--- config.mk ---
export PLATFORM = sky130hd
export DESIGN_NAME = miter_cmp_monitor_flat
export DESIGN_NICKNAME = d
export VERILOG_FILES = /design/src/rtl/miter_pkg.sv /design/src/rtl/miter_cmp_monitor_if.sv /design/src/rtl/miter_sat_counter.sv /design/src/rtl/miter_cmp_monitor.sv /design/src/flat_wrapper.sv
export SDC_FILE = /design/constraint.sdc
export NUM_CORES = 1
export LEC_CHECK = 0
export CORE_AREA = 4 4 194 196
export CTS_CLUSTER_SIZE = 25
export DETAILED_ROUTE_END_ITERATION = 7
export DIE_AREA = 0 0 198 200
export DONT_BUFFER_PORTS = 1
export PLACE_DENSITY = 0.52
export SKIP_LAST_GASP = 1
export SLEW_MARGIN = 20
export SYNTH_ARGS = -nofsm -noshare
export SYNTH_HDL_FRONTEND = slang
export SYNTH_SLANG_ARGS = --single-unit
--- constraint.sdc ---
create_clock -name clk -period 4.93 [get_ports clk]
set_clock_uncertainty 0.15 [all_clocks]
set_input_delay 0.986 -clock clk [delete_from_list [all_inputs] [get_ports clk]]
set_output_delay 0.986 -clock clk [all_outputs]
set_load 0.1 [all_outputs]
--- src/rtl/miter_pkg.sv ---
// Shared definitions for the clocked gold/gate miter monitor.
//   state_e    : monitor state machine encoding
//   chan_idx_w : width of a channel index (never less than 1 bit)
//   CNT_W_DEF  : default width of the saturating counters
package miter_pkg;

  localparam int CNT_W_DEF = 16;

  typedef enum logic [1:0] {
    IDLE   = 2'd0,
    SETTLE = 2'd1,
    CHECK  = 2'd2,
    FAIL   = 2'd3
  } state_e;

  // A single channel still needs a 1-bit index port.
  function automatic int chan_idx_w(input int num_ch);
    return (num_ch <= 2) ? 1 : $clog2(num_ch);
  endfunction

endpackage

--- src/rtl/miter_cmp_monitor_if.sv ---
// Bundle between a partition miter (gold/gate instances) and its monitor.
//   master : drives en, clear, ch_valid, gold_data, gate_data, gold_def;
//            observes the result signals
//   slave  : the monitor; samples the compare inputs and drives
//            mismatch, fail, fail_ch, fail_cycle, fail_gold, fail_gate,
//            cmp_cnt, mis_cnt, busy
// Channel c occupies bits [c*WIDTH +: WIDTH] of every packed data vector.
interface miter_cmp_monitor_if
  import miter_pkg::*;
#(
  parameter int WIDTH  = 32,
  parameter int NUM_CH = 4,
  parameter int CNT_W  = CNT_W_DEF
) ();

  localparam int IDX_W = chan_idx_w(NUM_CH);

  logic                    en;
  logic                    clear;
  logic [NUM_CH-1:0]       ch_valid;
  logic [NUM_CH*WIDTH-1:0] gold_data;
  logic [NUM_CH*WIDTH-1:0] gate_data;
  logic [NUM_CH*WIDTH-1:0] gold_def;

  logic                    mismatch;
  logic                    fail;
  logic [IDX_W-1:0]        fail_ch;
  logic [CNT_W-1:0]        fail_cycle;
  logic [WIDTH-1:0]        fail_gold;
  logic [WIDTH-1:0]        fail_gate;
  logic [CNT_W-1:0]        cmp_cnt;
  logic [CNT_W-1:0]        mis_cnt;
  logic                    busy;

  modport master (
    output en, clear, ch_valid, gold_data, gate_data, gold_def,
    input  mismatch, fail, fail_ch, fail_cycle, fail_gold, fail_gate,
           cmp_cnt, mis_cnt, busy
  );

  modport slave (
    input  en, clear, ch_valid, gold_data, gate_data, gold_def,
    output mismatch, fail, fail_ch, fail_cycle, fail_gold, fail_gate,
           cmp_cnt, mis_cnt, busy
  );

endinterface

--- src/rtl/miter_sat_counter.sv ---
// Saturating up-counter with synchronous clear.
//   clk, rst_n : clock, synchronous active-low reset
//   clr_i      : synchronous clear to zero
//   inc_i      : amount added this cycle (INC_W bits)
//   cnt_o      : count; sticks at 2^W-1 instead of wrapping
module miter_sat_counter #(
  parameter int W     = 16,
  parameter int INC_W = 1
) (
  input  logic             clk,
  input  logic             rst_n,
  input  logic             clr_i,
  input  logic [INC_W-1:0] inc_i,
  output logic [W-1:0]     cnt_o
);

  // One spare bit above the wider operand so the carry is never lost.
  localparam int SUM_W = ((W > INC_W) ? W : INC_W) + 1;
  localparam logic [SUM_W-1:0] MAX_VAL = (SUM_W'(1) << W) - SUM_W'(1);

  logic [W-1:0]     cnt_q, cnt_d;
  logic [SUM_W-1:0] sum;

  always_comb begin
    sum   = SUM_W'(cnt_q) + SUM_W'(inc_i);
    cnt_d = (sum > MAX_VAL) ? '1 : sum[W-1:0];
  end

  // NOTE: state registers use non-blocking assignments so every flop in the
  // design samples pre-edge values, independent of process ordering.
  always_ff @(posedge clk) begin
    if (!rst_n) begin
      cnt_q <= '0;
    end else if (clr_i) begin
      cnt_q <= '0;
    end else begin
      cnt_q <= cnt_d;
    end
  end

  assign cnt_o = cnt_q;

endmodule

--- src/rtl/miter_cmp_monitor.sv ---
// Clocked gold/gate equivalence monitor for partition miters.
// Compares NUM_CH channels of WIDTH bits each, masking undefined gold bits,
// counts compared and mismatched channel-samples, latches the first failure
// and keeps a sticky fail flag.
//   clk, rst_n : clock, synchronous active-low reset
//   bus        : miter_cmp_monitor_if slave modport
//     inputs  en, clear, ch_valid, gold_data, gate_data, gold_def
//     outputs mismatch, fail, fail_ch, fail_cycle, fail_gold, fail_gate,
//             cmp_cnt, mis_cnt, busy
// The bus instance must be built with the same WIDTH/NUM_CH/CNT_W.
module miter_cmp_monitor
  import miter_pkg::*;
#(
  parameter int WIDTH         = 32,
  parameter int NUM_CH        = 4,
  parameter int CNT_W         = CNT_W_DEF,
  parameter int SETTLE_CYCLES = 2
) (
  input  logic                clk,
  input  logic                rst_n,
  miter_cmp_monitor_if.slave  bus
);

  localparam int IDX_W = chan_idx_w(NUM_CH);
  localparam int PC_W  = $clog2(NUM_CH + 1);
  localparam int SET_W = (SETTLE_CYCLES > 1) ? $clog2(SETTLE_CYCLES) : 1;
  // With no settle window a (re)start goes straight to checking.
  localparam state_e START_STATE = (SETTLE_CYCLES == 0) ? CHECK : SETTLE;

  state_e             state_q, state_d;
  logic [SET_W-1:0]   settle_q, settle_d;

  logic               active;
  logic [NUM_CH-1:0]  cmp_vec;
  logic [NUM_CH-1:0]  mis_vec;
  logic               any_mis;
  logic [PC_W-1:0]    cmp_inc;
  logic [PC_W-1:0]    mis_inc;
  logic [IDX_W-1:0]   first_ch;
  logic [WIDTH-1:0]   first_gold;
  logic [WIDTH-1:0]   first_gate;

  logic [CNT_W-1:0]   cyc_cnt;
  logic [CNT_W-1:0]   cmp_cnt;
  logic [CNT_W-1:0]   mis_cnt;

  logic               mismatch_q;
  logic               fail_q;
  logic [IDX_W-1:0]   fail_ch_q;
  logic [CNT_W-1:0]   fail_cycle_q;
  logic [WIDTH-1:0]   fail_gold_q;
  logic [WIDTH-1:0]   fail_gate_q;

  // ---------------------------------------------------------------------
  // Per-channel compare. A sample taken together with clear or en=0 is
  // discarded entirely.
  // ---------------------------------------------------------------------
  always_comb begin
    active     = bus.en && !bus.clear && (state_q == CHECK || state_q == FAIL);
    cmp_vec    = '0;
    mis_vec    = '0;
    cmp_inc    = '0;
    mis_inc    = '0;
    first_ch   = '0;
    first_gold = '0;
    first_gate = '0;
    // Walk downwards so the lowest mismatching channel is written last.
    for (int c = NUM_CH - 1; c >= 0; c--) begin
      cmp_vec[c] = active && bus.ch_valid[c];
      mis_vec[c] = cmp_vec[c] &&
                   |((bus.gold_data[c*WIDTH +: WIDTH] ^ bus.gate_data[c*WIDTH +: WIDTH])
                     & bus.gold_def[c*WIDTH +: WIDTH]);
      cmp_inc    = cmp_inc + PC_W'(cmp_vec[c]);
      mis_inc    = mis_inc + PC_W'(mis_vec[c]);
      if (mis_vec[c]) begin
        first_ch   = IDX_W'(c);
        first_gold = bus.gold_data[c*WIDTH +: WIDTH];
        first_gate = bus.gate_data[c*WIDTH +: WIDTH];
      end
    end
    any_mis = |mis_vec;
  end

  // ---------------------------------------------------------------------
  // State machine
  // ---------------------------------------------------------------------
  // NOTE: every signal written here gets a default first, so no path can
  // leave one unassigned and infer a latch.
  always_comb begin
    state_d  = state_q;
    settle_d = '0;
    if (bus.clear) begin
      state_d = bus.en ? START_STATE : IDLE;
    end else if (!bus.en) begin
      state_d = IDLE;
    end else begin
      unique case (state_q)
        IDLE:   state_d = START_STATE;
        SETTLE: begin
          if (int'(settle_q) >= SETTLE_CYCLES - 1) begin
            state_d = CHECK;
          end else begin
            settle_d = settle_q + SET_W'(1);
          end
        end
        CHECK:  if (any_mis) state_d = FAIL;
        FAIL:   state_d = FAIL;
        default: state_d = IDLE;
      endcase
    end
  end

  always_ff @(posedge clk) begin
    if (!rst_n) begin
      state_q  <= IDLE;
      settle_q <= '0;
    end else begin
      state_q  <= state_d;
      settle_q <= settle_d;
    end
  end

  // ---------------------------------------------------------------------
  // Counters: compared samples, mismatched samples, check cycles
  // ---------------------------------------------------------------------
  miter_sat_counter #(.W(CNT_W), .INC_W(PC_W)) u_cmp_cnt (
    .clk   (clk),
    .rst_n (rst_n),
    .clr_i (bus.clear),
    .inc_i (cmp_inc),
    .cnt_o (cmp_cnt)
  );

  miter_sat_counter #(.W(CNT_W), .INC_W(PC_W)) u_mis_cnt (
    .clk   (clk),
    .rst_n (rst_n),
    .clr_i (bus.clear),
    .inc_i (mis_inc),
    .cnt_o (mis_cnt)
  );

  // Reads 0 during the first CHECK sample; the failing sample captures the
  // pre-increment value.
  miter_sat_counter #(.W(CNT_W), .INC_W(1)) u_cyc_cnt (
    .clk   (clk),
    .rst_n (rst_n),
    .clr_i (bus.clear),
    .inc_i (active),
    .cnt_o (cyc_cnt)
  );

  // ---------------------------------------------------------------------
  // Mismatch pulse, sticky fail and first-failure capture
  // ---------------------------------------------------------------------
  // NOTE: the capture registers are reset as well, because every output
  // must read 0 after reset, not just the control state.
  always_ff @(posedge clk) begin
    if (!rst_n || bus.clear) begin
      mismatch_q   <= 1'b0;
      fail_q       <= 1'b0;
      fail_ch_q    <= '0;
      fail_cycle_q <= '0;
      fail_gold_q  <= '0;
      fail_gate_q  <= '0;
    end else begin
      mismatch_q <= any_mis;
      if (any_mis) begin
        fail_q <= 1'b1;
      end
      // Frozen once fail is set, even across an en=0 pause.
      if (any_mis && !fail_q) begin
        fail_ch_q    <= first_ch;
        fail_cycle_q <= cyc_cnt;
        fail_gold_q  <= first_gold;
        fail_gate_q  <= first_gate;
      end
    end
  end

  assign bus.mismatch   = mismatch_q;
  assign bus.fail       = fail_q;
  assign bus.fail_ch    = fail_ch_q;
  assign bus.fail_cycle = fail_cycle_q;
  assign bus.fail_gold  = fail_gold_q;
  assign bus.fail_gate  = fail_gate_q;
  assign bus.cmp_cnt    = cmp_cnt;
  assign bus.mis_cnt    = mis_cnt;
  assign bus.busy       = (state_q != IDLE);

endmodule
--- src/flat_wrapper.sv ---
// flat-port wrapper written by rule: the top's interface ports become plain ports
module miter_cmp_monitor_flat import miter_pkg::*;
#(
  parameter int WIDTH         = 32,
  parameter int NUM_CH        = 4,
  parameter int CNT_W         = CNT_W_DEF,
  parameter int SETTLE_CYCLES = 2
)
  (clk, rst_n, bus_en, bus_clear, bus_ch_valid, bus_gold_data, bus_gate_data, bus_gold_def, bus_mismatch, bus_fail, bus_fail_ch, bus_fail_cycle, bus_fail_gold, bus_fail_gate, bus_cmp_cnt, bus_mis_cnt, bus_busy);
  miter_cmp_monitor_if #(.WIDTH(WIDTH), .NUM_CH(NUM_CH), .CNT_W(CNT_W)) bus_i ();
  input  logic clk;
  input  logic rst_n;
  input wire logic [$bits(bus_i.en)-1:0] bus_en;
  input wire logic [$bits(bus_i.clear)-1:0] bus_clear;
  input wire logic [$bits(bus_i.ch_valid)-1:0] bus_ch_valid;
  input wire logic [$bits(bus_i.gold_data)-1:0] bus_gold_data;
  input wire logic [$bits(bus_i.gate_data)-1:0] bus_gate_data;
  input wire logic [$bits(bus_i.gold_def)-1:0] bus_gold_def;
  output wire logic [$bits(bus_i.mismatch)-1:0] bus_mismatch;
  output wire logic [$bits(bus_i.fail)-1:0] bus_fail;
  output wire logic [$bits(bus_i.fail_ch)-1:0] bus_fail_ch;
  output wire logic [$bits(bus_i.fail_cycle)-1:0] bus_fail_cycle;
  output wire logic [$bits(bus_i.fail_gold)-1:0] bus_fail_gold;
  output wire logic [$bits(bus_i.fail_gate)-1:0] bus_fail_gate;
  output wire logic [$bits(bus_i.cmp_cnt)-1:0] bus_cmp_cnt;
  output wire logic [$bits(bus_i.mis_cnt)-1:0] bus_mis_cnt;
  output wire logic [$bits(bus_i.busy)-1:0] bus_busy;
  assign bus_i.en = bus_en;
  assign bus_i.clear = bus_clear;
  assign bus_i.ch_valid = bus_ch_valid;
  assign bus_i.gold_data = bus_gold_data;
  assign bus_i.gate_data = bus_gate_data;
  assign bus_i.gold_def = bus_gold_def;
  assign bus_mismatch = bus_i.mismatch;
  assign bus_fail = bus_i.fail;
  assign bus_fail_ch = bus_i.fail_ch;
  assign bus_fail_cycle = bus_i.fail_cycle;
  assign bus_fail_gold = bus_i.fail_gold;
  assign bus_fail_gate = bus_i.fail_gate;
  assign bus_cmp_cnt = bus_i.cmp_cnt;
  assign bus_mis_cnt = bus_i.mis_cnt;
  assign bus_busy = bus_i.busy;
  miter_cmp_monitor #(.WIDTH(WIDTH), .NUM_CH(NUM_CH), .CNT_W(CNT_W), .SETTLE_CYCLES(SETTLE_CYCLES)) u_core (.clk(clk), .rst_n(rst_n), .bus(bus_i));
endmodule
==> results of run 1 <==
==> registers in the layout, summed over array words and instances (netlist names) <==
register	count
u_core.u_mis_cnt.cnt_o	16
u_core.bus.fail_ch	2
u_core.bus.fail_gate	32
u_core.settle_q	1
u_core.bus.mismatch	1
u_core.bus.fail	1
u_core.u_cmp_cnt.cnt_o	16
u_core.bus.fail_cycle	16
u_core.state_q	2
u_core.bus.fail_gold	32
u_core.u_cyc_cnt.cnt_o	16
==> worst paths after layout <==
check	to	startpoint	slack [ps]
setup / recovery	u_core.u_mis_cnt.cnt_o[10]	bus_gate_data[83]	190
hold / removal	u_core.settle_q	u_core.state_q[0]	350
setup reg to reg	u_core.u_cmp_cnt.cnt_o[1]	u_core.state_q[1]	680
hold reg to reg	u_core.settle_q	u_core.state_q[0]	350
==> cell type report <==
type                    instances  area, um2  share of cell area, %
repair buffers                 57      452.9                  4.011
flip-flops and latches        135       2705                  23.96
clock inverters                15      195.2                  1.729
clock buffers                  17      425.4                  3.767
diodes                          1      2.502                0.02216
inverters                      25      93.84                 0.8310
multi-input cells             995       6832                  60.50
well taps                     468      585.6                  5.186
==> cells in the final DEF, fill, tap and decap left out, types with 3 or more instances in the layout <==
cell,count
a211oi_2,50
inv_6,5
inv_1,22
clkbuf_16,17
and3_1,4
a211oi_1,16
nand2_1,213
nand4_1,23
a22oi_1,64
o21ai_0,20
nor2_4,3
nor3_1,10
inv_2,3
o22ai_1,64
nor4_1,3
inv_8,6
xor2_1,144
nand3_1,33
a311oi_1,64
o221ai_1,64
ha_1,15
buf_4,55
dfxtp_1,133
a21oi_1,128
xnor2_1,17
fa_1,4
nor2_1,20
==> timing repair <==
action | 4_1_cts | 5_1_grt
hold buffers | 0 | 0
setup endpoints to repair | 0 | 1
gates resized for setup | 0 | 1
setup buffers | 0 | 0
==> worst max-delay path, cell delays in order <==
cell	delay, ps
xor2_1	140
a22oi_1	310
buf_4	170
nand4_1	150
or4_4	580
nand2_1	130
ha_1	280
fa_1	450
inv_1	70
ha_1	150
inv_1	60
fa_1	390
nor2b_1	150
o21ai_2	90
nor2_1	290
nand3_1	130
xor2_1	200
a21oi_1	180
==> cell families (layout without fill, tap and decap cells) <==
family | count (synthesis) | after routing
buffers and inverters | 147 | 114
muxes | 1 | 1
and+or+nand+nor | 334 | 334
DFF | 135 | 135
other | 0 | 1
adders and majority gates | 19 | 19
xor gates and xnor gates | 161 | 161
AOI/OAI and AO/OA | 480 | 480
==> per-layer routing <==
metal | up-vias | global-route usage [%] | routed length [um]
met5 | - | 0 | 0
met4 | 0 | 10.92 | 2479
met3 | 89 | 10.56 | 5702
met2 | 523 | 47.99 | 28530
met1 | 5251 | 29.83 | 20190
li1 | 4712 | - | -
==> power groups by stage <==
stage / Combinational [mW] / Clock [mW] / Sequential [mW]
detailed placement: 0.215 / 0 / 1.12
CTS: 0.216 / 1.39 / 1.09
floorplan: 0.136 / 0 / 1.12
global route: 0.231 / 1.44 / 1.09
finish: 0.219 / 1.37 / 1.09
global placement: 0.213 / 0 / 1.12
==> results.yml, run 1 <==
die:
  die_area_mm2: 0.03960
  initial_core_util_pct: 27.84
  core_area_mm2: 0.03608
  ios: 509
  die_h_um: 200
  die_w_um: 198
  fp-row-count: 70
yosys:
  synth_xor_area_share_pct: 14.04
  yosys.area.top_type: "dfxtp_1"
  synthTopCellsByArea: "dfxtp_1, xor2_1, nand2_1"
  ys_ff_latch: 135
  synth.most_common_cell: "nand2_1"
  yosys.cell_types.count: 48
  netlist_top_cells_count: "nand2_1, xor2_1, dfxtp_1, a21oi_1, clkbuf_1"
  syn_nets: 1688
  synthArstFlopShare_pct: 0
  synthMuxAreaShare_pct: 0.09964
  synth_enable_flop_cells: 0
  syn_area_mm2: 0.01005
  synth_simple_gate_area_share_pct: 14.68
  ys.flop_type: "dfxtp_1"
  postSynthAreaPerCell_um2: 7.867
  synth_compound_area_share_pct: 35.46
  synth_cells: 1277
  yosys_warnings: 0
  synthAdderAreaFrac_pct: 2.665
  yosysTopAreaCellShare_pct: 26.90
  synth_top_family_by_area: "compound AO/OA/AOI/OAI gates"
  yosysSeqAreaShare_pct: 26.90
timing:
  fin_crit_sh_pct: 96.07
  setup_viol: 0
  rsz0062_at_grt: "no"
  hold_slack_ps: 346.2
  tightest_slew_ps: 1153
  hold_viol_final: 0
  finalSetupTns_ps: 0
  max_slew_margin_pct: 23.04
  fmax_mhz: 211.1
  min_period_ps: 4736
  timing.final.ws_setup_ps: 193.9
  slew_violations: 0
run_status:
  status: "completed"
cts:
  clk_latency_ps: 430
  cts.sinks: 135
  cts_buffers: 17
  cts-root-buf: "clkbuf_16"
  clk_pin_slew_worst_paths_ps: 70
  cts_buffer_depth: 2
  htreeDepth: 4
  cts_tree: "yes"
job:
  cap_viol_max_count: 0
setup_path:
  cp.arrival_ps: 4930
  crit_path_end_kind: "flip-flop"
  crit_type: "in2reg"
  startpoint_type: "input port"
  r2r_cells: 15
  required_ps: 5120
  worstPathMaxFanout: 3
placed_design:
  place_area_mm2: 0.01066
  dpl.cell_count: 1680
  place_ws_ps: -240.3
  dp_hpwl_um: 45630
  place_congestion: 1.015
  io_buffers: 0
layout:
  final_util_pct: 31.29
  fin_cells: 1713
  fin_nets: 1642
  syn2layout_area_growth_pct: 12.41
  finish.instance_area_mm2: 0.01129
  nFillCells: 3974
  drive_gt1_share_pct: 13.18
power:
  p_leak_nw: 3.382
  p_clk_share_pct: 51.0
  comb_power_share_pct: 8.2
  power_frac_seq_pct: 40.8
  power.density_mw_per_mm2: 237.1
  intPower_mw: 1.959
  max-vdd-ir-drop_mv: 0.2437
  switching_share_pct: 26.84
  power_mw: 2.677
  power.switching_uw: 718.5
grt:
  antenna_found_initial: 1
  grt-ovfl-total: 0
  grt_start_max_net_pins: 82
  grtUsageTotal_pct: 27.35
  grt_pass1_wl_um: 78670
  first_global_vias: 10710
route:
  ant_nets: 0
  totalWireLength_um: 56900
  vias: 10575
  vias_per_cell: 6.173
  drc: 0
  drt_iter0_markers: 789
  wl_per_cell_um: 33.22
  drt_pass1_iterations: 5
worst_hold_path:
  holdPathStages: 2
  hp-class: "reg2reg"
Power figures use the tool's default switching activity.
==> run 2, diff against run 1 <==
CELL_PAD_IN_SITES_DETAIL_PLACEMENT = 0   (was default)
CELL_PAD_IN_SITES_GLOBAL_PLACEMENT = 2   (was default)
PLACE_DENSITY = 0.8   (was 0.52)
==> run 2 against run 1 <==
Design area up 0.19%. Clock-buffer cell count up 1. Hold slack better by 6.7 ps. Core utilization up 0.059 points. Cell count up 0.35%. Sequential power about the same. Routed wire length down 0.40%. Critical endpoint is now u_core.u_mis_cnt.cnt_o[9].
==> results.yml, run 2 (same netlist as run 1, synthesis figures left out) <==
timing:
  max_slew_margin_pct: 24.06
  fin_crit_sh_pct: 94.74
  hold_slack_ps: 352.9
  finalSetupTns_ps: 0
  slew_violations: 0
  setup_viol: 0
  rsz0062_at_grt: "no"
  hold_viol_final: 0
  fmax_mhz: 214.1
  tightest_slew_ps: 1138
  min_period_ps: 4671
die:
  ios: 509
  die_h_um: 200
  initial_core_util_pct: 27.84
  die_w_um: 198
  fp-row-count: 70
  core_area_mm2: 0.03608
  die_area_mm2: 0.03960
layout:
  syn2layout_area_growth_pct: 12.62
  fin_nets: 1643
  drive_gt1_share_pct: 13.02
  final_cell_mix: "nand2_1, xor2_1, dfxtp_1, a21oi_1"
  fin_cells: 1719
  final_util_pct: 31.35
  final_common_cell: "nand2_1"
setup_path:
  cp_common_cell: "ha_1"
  crit_path_end_kind: "flip-flop"
  rrSetupSlack_ps: 640
  cp_cell_sequence: "xor2_1, a22oi_1, nand4_1, or4_4, nand2_1, ha_1, fa_1, inv_1, ha_1, ha_1, a21o_1, a21oi_1, buf_4, nor4bb_1, nand3_1, xor2_1, a21oi_1"
  worstPathMaxFanout: 2
  startpoint_type: "input port"
  cpMaxStageDelayCell: "or4_4"
  max_stage_delay_ps: 620
  required_ps: 5130
  crit_type: "in2reg"
  cp.arrival_ps: 4870
cts:
  cts_buffers: 17
  cts_resized: 0
  post-cts-setup-buffers: 0
  clk_pin_slew_worst_paths_ps: 60
  htreeDepth: 4
  cts-root-buf: "clkbuf_16"
  cts.sinks: 135
  clk_latency_ps: 420
  cts_buffer_depth: 2
  cts_tree: "yes"
  cts_hold_buffers: 0
placed_design:
  place_congestion: 0.9889
  dp_hpwl_um: 45380
  dpl.cell_count: 1681
  io_buffers: 0
grt:
  first_global_vias: 10618
  grt_start_max_net_pins: 133
  grt-ovfl-total: 0
  antenna_found_initial: 8
  grtUsageTotal_pct: 27.01
  grt_pass1_wl_um: 78100
power:
  p_leak_nw: 3.379
  power_mw: 2.638
  power.density_mw_per_mm2: 233.2
  max-vdd-ir-drop_mv: 0.4094
route:
  wl_per_cell_um: 32.97
  top_layer_used: "met5"
  vias: 10462
  wl_met1_um: 20650
  drt_pass1_iterations: 4
  ant_nets: 0
  drc: 0
  routed-wl-met3_um: 5626
  vias_per_cell: 6.086
  dr_wl_met2_um: 28440
  totalWireLength_um: 56670
  drt_iter0_markers: 745
job:
  cap_viol_max_count: 0
run_status:
  status: "completed"
worst_hold_path:
  hp-class: "reg2reg"
run 2: changes by cell type in the layout (fill, tap and decap cells not counted), sizes merged:
| cell | before | now |
|---|---|---|
| clkbuf | 17 | 18 |
| inv | 36 | 29 |
| diode | 1 | 7 |
| buf | 57 | 58 |
| bufinv | 2 | 3 |
| clkinv | 1 | 5 |
run 2: through the flow:
step	instance area, um2	setup slack (ps)
6_report	11310	259.4
3_5_place_dp	10690	-178.2
3_3_place_gp	10690	-175.2
5_1_grt	11310	77.22
2_1_floorplan	10090	-29.53
4_1_cts	11290	245.9
run 2: final cells by class:
cell class | count | area, um2
Sequential cell | 135 | 2705
Tap cell | 468 | 585.6
Inverter | 25 | 93.84
Multi-Input combinational cell | 995 | 6825
Timing Repair Buffer | 58 | 485.5
Antenna cell | 7 | 17.52
Clock inverter | 13 | 171.4
Clock buffer | 18 | 429.2
Fill cell | 3955 | 24770
run 2: worst max-delay path: cells and delay by family:
kind	cells	cell delay, ps
simple gates	5	1440
buf+inv	2	200
compound gates	4	700
xor+xnor	2	360
fa+ha+maj	4	1160
run 2: final timing paths:
path | start | endpoint | depth (start not counted)
max | bus_gate_data[95] | u_core.u_mis_cnt.cnt_o[9] | 17
min | u_core.state_q[0] | u_core.settle_q | 2
max reg2reg | u_core.state_q[1] | u_core.u_cmp_cnt.cnt_o[1] | 15
min reg2reg | u_core.state_q[0] | u_core.settle_q | 2
run 2: where the power goes:
group          internal (mW)  switching [mW]  total, mW
logic                 0.0920           0.137      0.229
registers               1.09         0.00204       1.09
clock network          0.801           0.515       1.32
total                   1.98           0.654       2.64
run 2: layer usage:
metal / up-vias / GRT usage [%]
met4: 2 / 9.028
met2: 461 / 47.72
met5: - / 0
met1: 5203 / 29.86
met3: 75 / 10.47
li1: 4721 / -
==> run 3, diff against run 2 <==
CORE_AREA = 4 4 196 198   (was 4 4 194 196)
DIE_AREA = 0 0 200 202   (was 0 0 198 200)
PLACE_DENSITY = 0.79   (was 0.8)
SYNTH_HIERARCHICAL = 1   (was default)
==> run 3 against run 2 <==
Largest cell class unchanged. Maximum frequency down 1.5%. Register-to-register slack improved by 90 ps. Global-route usage is 0.31 points higher. First-iteration DRC count grew 22%. Routed wire length grew 3.1%.
==> results.yml, run 3 <==
yosys:
  yosysTopAreaCellShare_pct: 26.21
  synth_enable_flop_cells: 0
  syn_nets: 1693
  ys.flop_type: "dfxtp_1"
  yosys_warnings: 6
  syn_area_mm2: 0.01031
  ys_ff_latch: 135
  synthArstFlopShare_pct: 0
  synthTopCellsByArea: "dfxtp_1, xor2_1, nand2_1"
  yosysSeqAreaShare_pct: 26.21
  synth_cells: 1284
  yosys.cell_types.count: 58
  postSynthAreaPerCell_um2: 8.030
  yosys.area.top_type: "dfxtp_1"
  netlist_top_cells_count: "nand2_1, xor2_1, dfxtp_1, a21oi_1, clkbuf_1"
  synth.most_common_cell: "nand2_1"
cts:
  clk_latency_ps: 430
  cts_tree: "yes"
  cts_buffer_depth: 2
  htreeDepth: 4
  clk_pin_slew_worst_paths_ps: 60
  post-cts-setup-buffers: 0
  cts.sinks: 135
  cts_buffers: 17
  cts-root-buf: "clkbuf_16"
die:
  die_area_mm2: 0.04040
  die_h_um: 202
  die_w_um: 200
  core_area_mm2: 0.03652
  fp-row-count: 70
  ios: 509
  initial_core_util_pct: 28.23
grt:
  grt_start_max_net_pins: 130
  first_global_vias: 10531
  grt_pass1_wl_um: 80070
  use_met1_pct: 38.95
  grtUsageTotal_pct: 27.32
  grt-busiest-layer: "met2"
  antenna_found_initial: 1
  use_met2_pct: 42.31
  grt-ovfl-total: 0
  globalRouteMet3Util_pct: 5.734
layout:
  fin_cells: 1726
  final_common_cell: "nand2_1"
  regArea_mm2: 0.002704
  multi_input_area_mm2: 0.007048
  nFillCells: 3972
  drive_gt1_share_pct: 15.12
  fin_nets: 1655
  syn2layout_area_growth_pct: 11.73
  final_cell_mix: "nand2_1, xor2_1, dfxtp_1, a21oi_1, a311oi_1"
power:
  switching_share_pct: 26.44
  intPower_mw: 1.897
  p_clk_share_pct: 48.2
  comb_power_share_pct: 9.4
  power.switching_uw: 681.7
  power_frac_seq_pct: 42.4
  p_leak_nw: 3.440
  power.density_mw_per_mm2: 223.8
  max-vdd-ir-drop_mv: 0.2199
route:
  drt_iter0_markers: 909
  vias: 10795
  ant_nets: 0
  wl_per_cell_um: 33.85
  drt_pass1_iterations: 5
  drc: 0
  totalWireLength_um: 58420
  vias_per_cell: 6.254
timing:
  fmax_mhz: 211.0
  max_slew_margin_pct: 20.79
  rsz0062_at_grt: "no"
  hold_viol_final: 0
  setup_viol: 0
  slew_violations: 0
  min_period_ps: 4740
  fin_crit_sh_pct: 96.14
  tightest_slew_ps: 1187
  timing.final.ws_setup_ps: 190.5
placed_design:
  place_ws_ps: -334.6
  place_congestion: 1.047
  io_buffers: 0
  dp_hpwl_um: 46830
  dpl.cell_count: 1694
setup_path:
  crit_type: "in2reg"
  worstPathMaxFanout: 13
  startpoint_type: "input port"
  required_ps: 5130
  cp.arrival_ps: 4940
  crit_path_end_kind: "flip-flop"
run_status:
  status: "completed"
job:
  cap_viol_max_count: 0
worst_hold_path:
  hp-class: "reg2reg"
-- run 3: power groups by stage --
stage                     Clock [mW]  Sequential [mW]  Combinational (mW)
after global routing            1.31             1.09               0.257
after floorplan                    0             1.12               0.138
final                           1.24             1.09               0.243
after global placement             0             1.12               0.242
after CTS                       1.27             1.09               0.243
after detailed placement           0             1.12               0.242
-- run 3: path summary, 6_finish.rpt --
kind	start	endpoint	slack, ps	cells after the start
hold / removal	u_core/settle_q	u_core/settle_q	310	1
setup reg to reg	u_core/state_q[1]	u_core/u_cmp_cnt/cnt_o[10]	730	15
hold reg to reg	u_core/settle_q	u_core/settle_q	310	1
setup / recovery	bus_gate_data[57]	u_core/u_mis_cnt/cnt_o[4]	190	16
-- run 3: worst max-delay path, stage by stage --
cell and delay (ps):
xor2_1 150, a22oi_1 300, buf_4 180, nand4_1 150, nor4_2 470, or2_2 200
inv_1 70, fa_1 480, ha_1 200, ha_1 290, inv_1 70, fa_1 440
and2b_2 270, o21ai_4 50, or3_4 480, a21oi_1 170
-- run 3: cells by family (layout without fill, tap and decap cells) --
family / Yosys count / in the layout / share of synthesized area [%]
XOR/XNOR: 156 / 156 / 13.25
AO/OA/AOI/OAI: 500 / 500 / 36.71
flip-flops: 135 / 135 / 26.21
adder cells (fa/ha/maj): 17 / 17 / 2.354
multiplexers: 3 / 3 / 0.2912
AND/OR/NAND/NOR: 331 / 331 / 15.16
other: 0 / 1 / 0
buffers and inverters: 142 / 115 / 6.031
-- run 3: layout make-up --
class | count | share of cell area [%]
inverter | 21 | 0.7059
sequential | 135 | 23.47
clock buffer | 18 | 3.812
antenna | 1 | 0.02172
clock inverter | 12 | 1.021
tap | 468 | 5.083
timing repair buffer | 64 | 4.713
multi-input combinational | 1007 | 61.18
-- run 3: timing repair --
item	CTS	global route
hold buffers	0	0
resized for setup	0	1
endpoints found under the setup margin	0	9
-- run 3: through the flow --
stage                     instance area [um2]  TNS, ps  hold slack [ps]  total power, mW  utilization, %
after floorplan                         10330        0            273.0            1.256               -
after global placement                  10940    -4624            281.0            1.359           29.95
after detailed placement                10940    -4932            296.7            1.359           29.95
after CTS                               11490        0            305.7            2.610           31.47
after global routing                    11520        0            343.6            2.665           31.54
final                                   11520        0            312.8            2.579           31.55
-- run 3: layer usage --
metal  share of wire, %  wire length [um]
met1                 45             26120
met2                 45             26290
met3                8.2              4817
met4                2.0              1179
met5              0.022                13
